`src/rtl/instruction_decode_pkg.sv`:
```
// Shared encodings for the decode stage: opcodes, bubble word, fetch mux selects
// and the ID/EX pipeline register layout.
package instruction_decode_pkg;

  localparam int RF_DEPTH = 32;

  localparam logic [5:0] OP_RTYPE = 6'h00;
  localparam logic [5:0] OP_ADDI  = 6'h08;
  localparam logic [5:0] OP_LW    = 6'h23;
  localparam logic [5:0] OP_SW    = 6'h2B;
  localparam logic [5:0] OP_BEQ   = 6'h04;
  localparam logic [5:0] FUNCT_ADD = 6'h20;

  localparam logic [31:0] NOP_WORD = 32'h0000_0001;

  localparam logic [1:0] PCSEL_INC  = 2'd1;
  localparam logic [1:0] PCSEL_HOLD = 2'd2;
  localparam logic [1:0] PCSEL_BR   = 2'd3;
  localparam logic [1:0] IRSEL_NEW  = 2'd0;
  localparam logic [1:0] IRSEL_NOP  = 2'd1;
  localparam logic [1:0] IRSEL_HOLD = 2'd2;

  typedef enum logic [2:0] {
    K_BUBBLE,
    K_RTYPE,
    K_ADDI,
    K_LW,
    K_SW,
    K_BEQ,
    K_ILLEGAL
  } instr_kind_e;

  typedef struct packed {
    logic        valid;
    logic        regwrite;
    logic        memread;
    logic        memwrite;
    logic        alusrc;
    logic [31:0] pc;
    logic [31:0] a;
    logic [31:0] b;
    logic [31:0] imm;
    logic [4:0]  dest;
    logic [5:0]  funct;
  } idex_t;

  // The bubble word has opcode 0, so it must be recognised before R-type.
  function automatic instr_kind_e classify(input logic [31:0] ir);
    instr_kind_e kind;
    if (ir == NOP_WORD) begin
      kind = K_BUBBLE;
    end else begin
      case (ir[31:26])
        OP_RTYPE: kind = K_RTYPE;
        OP_ADDI:  kind = K_ADDI;
        OP_LW:    kind = K_LW;
        OP_SW:    kind = K_SW;
        OP_BEQ:   kind = K_BEQ;
        default:  kind = K_ILLEGAL;
      endcase
    end
    return kind;
  endfunction

endpackage

```
`src/rtl/instruction_decode_regfile.sv`:
```
// 32x32 register file: two combinational read ports with write-first bypass,
// one write port, synchronous clear; r0 is hardwired to zero.
module instruction_decode_regfile
  import instruction_decode_pkg::*;
(
  input  logic        clk,
  input  logic        reset,
  input  logic        we_i,
  input  logic [4:0]  waddr_i,
  input  logic [31:0] wdata_i,
  input  logic [4:0]  raddr_a_i,
  input  logic [4:0]  raddr_b_i,
  output logic [31:0] rdata_a_o,
  output logic [31:0] rdata_b_o
);

  logic [31:0] rf_q [RF_DEPTH];

  // NOTE: clearing every entry on reset rules out a RAM macro; the array becomes
  // flops, which the architectural all-zero reset state requires anyway.
  always_ff @(posedge clk) begin
    if (reset) begin
      for (int i = 0; i < RF_DEPTH; i++) rf_q[i] <= '0;
    end else if (we_i && (waddr_i != '0)) begin
      rf_q[waddr_i] <= wdata_i;
    end
  end

  always_comb begin
    rdata_a_o = '0;
    rdata_b_o = '0;
    if (raddr_a_i != '0) begin
      rdata_a_o = (we_i && (waddr_i == raddr_a_i)) ? wdata_i : rf_q[raddr_a_i];
    end
    if (raddr_b_i != '0) begin
      rdata_b_o = (we_i && (waddr_i == raddr_b_i)) ? wdata_i : rf_q[raddr_b_i];
    end
  end

endmodule

```
`src/rtl/instruction_decode.sv`:
```
// Decode stage: register read, BEQ resolution, load-use/branch hazard stalls,
// fetch mux control, and the ID/EX pipeline register.
module instruction_decode
  import instruction_decode_pkg::*;
(
  input  logic        clk,
  input  logic        reset,
  input  logic [31:0] ir2output,
  input  logic [31:0] pc2output,
  input  logic        wb_we,
  input  logic [4:0]  wb_addr,
  input  logic [31:0] wb_data,
  input  logic        mem_regwrite,
  input  logic [4:0]  mem_dest,
  output logic [1:0]  selectmux0,
  output logic [1:0]  selectmux1,
  output logic        selectmux2,
  output logic [31:0] branchaddress,
  output logic        idex_valid,
  output logic        idex_regwrite,
  output logic        idex_memread,
  output logic        idex_memwrite,
  output logic        idex_alusrc,
  output logic [31:0] idex_pc,
  output logic [31:0] idex_a,
  output logic [31:0] idex_b,
  output logic [31:0] idex_imm,
  output logic [4:0]  idex_dest,
  output logic [5:0]  idex_funct,
  output logic        illegal_instr
);

  logic [4:0]  rs, rt, rd;
  logic [31:0] imm_sext, op_a, op_b;
  instr_kind_e kind;
  logic        rt_is_src, load_use, branch_hazard, stall, taken;
  idex_t       idex_d, idex_q;
  logic        illegal_d, illegal_q;

  assign rs       = ir2output[25:21];
  assign rt       = ir2output[20:16];
  assign rd       = ir2output[15:11];
  assign imm_sext = {{16{ir2output[15]}}, ir2output[15:0]};
  assign kind     = classify(ir2output);

  assign branchaddress = pc2output + {imm_sext[29:0], 2'b00};

  instruction_decode_regfile u_regfile (
    .clk       (clk),
    .reset     (reset),
    .we_i      (wb_we),
    .waddr_i   (wb_addr),
    .wdata_i   (wb_data),
    .raddr_a_i (rs),
    .raddr_b_i (rt),
    .rdata_a_o (op_a),
    .rdata_b_o (op_b)
  );

  // Hazards look at the ID/EX register (one ahead) and at MEM (two ahead).
  assign rt_is_src = (kind == K_RTYPE) || (kind == K_SW) || (kind == K_BEQ);
  assign load_use  = idex_q.valid && idex_q.memread && (idex_q.dest != '0) &&
                     ((idex_q.dest == rs) || (rt_is_src && (idex_q.dest == rt)));
  assign branch_hazard = (kind == K_BEQ) && (
      (idex_q.valid && idex_q.regwrite && (idex_q.dest != '0) &&
       ((idex_q.dest == rs) || (idex_q.dest == rt))) ||
      (mem_regwrite && (mem_dest != '0) && ((mem_dest == rs) || (mem_dest == rt))));
  assign stall = load_use || branch_hazard;
  assign taken = (kind == K_BEQ) && !stall && (op_a == op_b);

  // NOTE: every output of a combinational block gets a default first, so no
  // path through the branches can leave one unassigned and infer a latch.
  always_comb begin
    selectmux0 = PCSEL_INC;
    selectmux1 = IRSEL_NEW;
    selectmux2 = 1'b0;
    if (!reset) begin
      if (stall) begin
        selectmux0 = PCSEL_HOLD;
        selectmux1 = IRSEL_HOLD;
        selectmux2 = 1'b1;
      end else if (taken) begin
        selectmux0 = PCSEL_BR;
        selectmux1 = IRSEL_NOP;
      end
    end
  end

  always_comb begin
    idex_d    = '0;
    illegal_d = 1'b0;
    if (!stall) begin
      if ((kind == K_RTYPE) || (kind == K_ADDI) || (kind == K_LW) || (kind == K_SW)) begin
        idex_d.valid  = 1'b1;
        idex_d.pc     = pc2output;
        idex_d.a      = op_a;
        idex_d.b      = op_b;
        idex_d.imm    = imm_sext;
        idex_d.funct  = FUNCT_ADD;
        idex_d.alusrc = 1'b1;
      end
      case (kind)
        K_RTYPE: begin
          idex_d.alusrc   = 1'b0;
          idex_d.regwrite = 1'b1;
          idex_d.dest     = rd;
          idex_d.funct    = ir2output[5:0];
        end
        K_ADDI: begin
          idex_d.regwrite = 1'b1;
          idex_d.dest     = rt;
        end
        K_LW: begin
          idex_d.regwrite = 1'b1;
          idex_d.memread  = 1'b1;
          idex_d.dest     = rt;
        end
        K_SW:      idex_d.memwrite = 1'b1;
        K_ILLEGAL: illegal_d = 1'b1;
        default: ;
      endcase
    end
  end

  // NOTE: state registers use non-blocking assignments so every flop samples
  // the pre-edge values regardless of block ordering.
  always_ff @(posedge clk) begin
    if (reset) begin
      idex_q    <= '0;
      illegal_q <= 1'b0;
    end else begin
      idex_q    <= idex_d;
      illegal_q <= illegal_d;
    end
  end

  assign idex_valid    = idex_q.valid;
  assign idex_regwrite = idex_q.regwrite;
  assign idex_memread  = idex_q.memread;
  assign idex_memwrite = idex_q.memwrite;
  assign idex_alusrc   = idex_q.alusrc;
  assign idex_pc       = idex_q.pc;
  assign idex_a        = idex_q.a;
  assign idex_b        = idex_q.b;
  assign idex_imm      = idex_q.imm;
  assign idex_dest     = idex_q.dest;
  assign idex_funct    = idex_q.funct;
  assign illegal_instr = illegal_q;

endmodule

```
`config.mk`:
```
export PLATFORM = sky130hd
export DESIGN_NAME = instruction_decode
export DESIGN_NICKNAME = d
export VERILOG_FILES = /design/src/rtl/instruction_decode_pkg.sv /design/src/rtl/instruction_decode_regfile.sv /design/src/rtl/instruction_decode.sv
export SDC_FILE = /design/constraint.sdc
export NUM_CORES = 2
export LEC_CHECK = 0
export CAP_MARGIN = 20
export CORE_UTILIZATION = 60
export CTS_BUF_LIST = sky130_fd_sc_hd__clkbuf_16
export DETAILED_ROUTE_END_ITERATION = 7
export GPL_ROUTABILITY_DRIVEN = 0
export PLACE_DENSITY = 0.81
export SETUP_SLACK_MARGIN = 0.2
export SYNTH_ARGS = -nofsm -noshare
export SYNTH_HDL_FRONTEND = slang
export SYNTH_SLANG_ARGS = --single-unit
export TNS_END_PERCENT = 1
```
`constraint.sdc`:
```
create_clock -name clk -period 5.54 [get_ports clk]
set_clock_uncertainty 0.2 [all_clocks]
set_input_delay 0.831 -clock clk [delete_from_list [all_inputs] [get_ports clk]]
set_output_delay 0.831 -clock clk [all_outputs]
set_load 0.02 [all_outputs]
```
==> impl_metrics.env <==
export IMPL_status="finished with violations"
export IMPL_failed_checks="design-rule violations, negative setup slack"
export IMPL_clk_path_buf_depth=3
export IMPL_initialDrtViolationCount=10010
export IMPL_port_buffers=291
export IMPL_ant_nets=0
export IMPL_worst_pin_slew_ns=1.203
export IMPL_yosys_cell_types_count=87
export IMPL_synth_top_flop_cell="edfxtp_1"
export IMPL_vdd_ir_drop_worst_mv=0.2813
export IMPL_final_hold_violating_endpoints=0
export IMPL_syn_avg_cell_area_sq_um=14.04
export IMPL_netlist_top_cell_by_area="edfxtp_1"
export IMPL_gr_overflow_total=0
export IMPL_ys_async_sr_fraction=0
export IMPL_io_pin_count=292
export IMPL_via_count_of_the_routed_design=48210
export IMPL_hold_path_class="in2reg"
export IMPL_netlist_area_leader_share=0.5004
export IMPL_drive_above_1_share=0.2845
export IMPL_post_route_min_period_ns=5.564
export IMPL_seq_area_frac_synth=0.5425
export IMPL_rsz0062_at_grt="yes"
export IMPL_cts_root_buffer="clkbuf_16"
export IMPL_number_of_max_cap_violations=0
export IMPL_grt_antenna_before_repair=26
export IMPL_max_freq_mhz=179.7
export IMPL_first_global_vias=46250
export IMPL_p_leak_uw=0.02705
export IMPL_synth_cells=4375
export IMPL_yosys_warnings=0
export IMPL_cp_required_ns=4.51
export IMPL_std_cell_rows=117
export IMPL_dieHeight_um=322.0
export IMPL_clkSlewWorstSetupHoldPaths_ns=0.07
export IMPL_clock_latency_ns=0.77
export IMPL_grt_max_degree=62
export IMPL_crit_path_max_fanout=12
export IMPL_edff_count_synth=1024
export IMPL_grt_first_pass_wirelength_um=327100
export IMPL_synth_cells_most_frequent="1045 x and2_1, 1024 x edfxtp_1, 454 x mux4_2, 266 x clkbuf_1, 143 x nor2_1"
export IMPL_core_area_sq_um=101600
export IMPL_nets=5138
export IMPL_arrival_ns=4.53
export IMPL_die_wd_um=322.0
export IMPL_slew_headroom=0.1983
export IMPL_floorplan_initialDensity=0.6048
export IMPL_post_route_fraction_of_the_period_consumed_by_the_critical_path=1.004
export IMPL_avgRoutedWirePerCell_um=36.89
export IMPL_finalWorstSetupSlack_ns=-0.02387
export IMPL_synth_seq_cells=1153
export IMPL_die_ar_sq_um=103700
export IMPL_total_power_uw=21530
export IMPL_cp_endpoint_kind="primary output"
export IMPL_grt_total_usage=0.4544
export IMPL_layout_area_overhead_vs_synth_pct=20.56
export IMPL_cts_num_sinks=1153
export IMPL_cts_htree_levels=3
export IMPL_via_count_normalized_by_instance_count=7.421
export IMPL_route_detailed_drc=1
export IMPL_path_class="in2out"
export IMPL_pd_cells_nw_per_um2=290.7
export IMPL_setup_worst_path_start_class="input port"
export IMPL_dp_slack_ns=-0.4933
export IMPL_finalSetupViolCount=1
export IMPL_tritoncts_num_buffers=119
export IMPL_maxSlewViolCount=0
export IMPL_syn_area_sq_um=61450
export IMPL_wl_um=239700
export IMPL_dp_hpwl_um=148200
export IMPL_drt_pass1_iter_count=8
export IMPL_clock_tree_from_tritoncts="yes"
export IMPL_synth_area_leaders="edfxtp_1 50%, mux4_2 17%, and2_1 11%"
export IMPL_synth_most_common_cell="and2_1"
[layout make-up]
class / instances / area (sq um)
Fill cell: 6169 / 27520
Sequential cell: 1153 / 33330
Clock inverter: 100 / 640.6
Multi-Input combinational cell: 2792 / 26540
Inverter: 22 / 85.08
Antenna cell: 29 / 72.57
Timing Repair Buffer: 910 / 8621
Clock buffer: 123 / 3078
Tap cell: 1368 / 1712
[state kept, by name (all words and copies together) (netlist names)]
signal and count:
illegal_instr 1, idex_alusrc 1, idex_valid 1, idex_memwrite 1
idex_pc 32, idex_a 32, idex_funct 6, idex_b 32
idex_dest 5, idex_memread 1, idex_imm 16, u_regfile.rf_q 1024
idex_regwrite 1
[path summary, 6_finish.rpt]
| check | from | endpoint | slack [ns] | cells after the start |
|---|---|---|---|---|
| worst max-delay path | ir2output[24] | selectmux0[1] | -0.02 | 15 |
| worst max register to register | idex_dest[1] | idex_a[28] | 1.60 | 10 |
| worst min register to register | u_regfile.rf_q[17][2] | idex_a[2] | 0.86 | 6 |
| worst min-delay path | ir2output[18] | idex_dest[2] | 0.30 | 3 |
[what timing repair did]
action | 4_1_cts | 5_1_grt
setup buffers | 0 | 33
cloned | 0 | 8
gates resized for setup | 41 | 116
endpoints found under the setup margin | 12 | 11
hold buffers | 0 | 0
pin swaps | 9 | 20
[report_power, final]
part / internal (uW) / total (uW) / switching (uW) / leakage, uW
clock network: 4310 / 7830 / 3510 / 0.00195
logic: 1560 / 3560 / 2000 / 0.0143
registers: 9890 / 10100 / 247 / 0.0108
total: 15800 / 21500 / 5760 / 0.0270
[critical path: stages]
cell	delay, ns
buf_2	0.10
buf_6	0.23
buf_12	0.23
buf_6	0.23
nand2b_1	0.19
nor2_2	0.25
a22o_1	0.17
nor3_1	0.04
a21oi_1	0.29
xnor2_1	0.16
nor4_2	0.28
nand4_1	0.32
or4_4	0.76
o31ai_4	0.26
buf_6	0.15
[per-stage QoR]
| stage | hold slack [ns] | utilization | cell area [sq um] | cells | TNS, ns |
|---|---|---|---|---|---|
| after global placement | 0.7457 | 0.6821 | 69300 | 6204 | -1.083 |
| final | 0.3032 | 0.7291 | 74080 | 6497 | -0.02387 |
| after detailed placement | 0.7700 | 0.6821 | 69300 | 6204 | -1.218 |
| after floorplan | 0.5662 | - | 61560 | 4406 | 0 |
| after global routing | 0.3248 | 0.7285 | 74010 | 6471 | 0 |
| after CTS | 0.2889 | 0.7195 | 73090 | 6427 | 0 |
[cells by family (layout without fill, tap and decap cells)]
family / after synthesis / in the layout / synth area share
and+or+nand+nor: 1555 / 1555 / 0.1463
DFF: 1153 / 1153 / 0.5425
other: 1 / 61 / 0.00006103
muxes: 651 / 651 / 0.2047
adders and majority gates: 30 / 30 / 0.006231
xor gates and xnor gates: 83 / 83 / 0.01183
buffers and inverters: 461 / 1155 / 0.03794
AOI/OAI and AO/OA: 441 / 441 / 0.05052
[layer usage]
metal  share of wire  global-route usage  wire length [um]
met1            0.29              0.5289             68790
met2            0.42              0.6518             99850
met3            0.19              0.1969             45480
met4            0.11              0.3750             25390
met5         0.00083           0.0009456               198
[layout by cell type, fill, tap and decap left out, types with 28 or more instances in the layout]
master and instances:
and2_1 1045, edfxtp_1 1024, buf_4 523, mux4_2 455, clkdlybuf4s50_1 266, mux2i_1 130, clkbuf_16 130, dfxtp_1 129
nand2_1 109, nor2_1 104, a21oi_1 72, nor3_1 68, xnor2_1 60, buf_12 60, o21ai_0 52, inv_1 48
mux2_2 45, nand3_1 41, o22ai_1 41, or2_2 39, nor2_4 34, a22oi_1 34, clkinv_1 32, conb_1 32
diode_2 29, ha_1 29, buf_6 28
No activity file was read; power rests on OpenSTA's default activity.
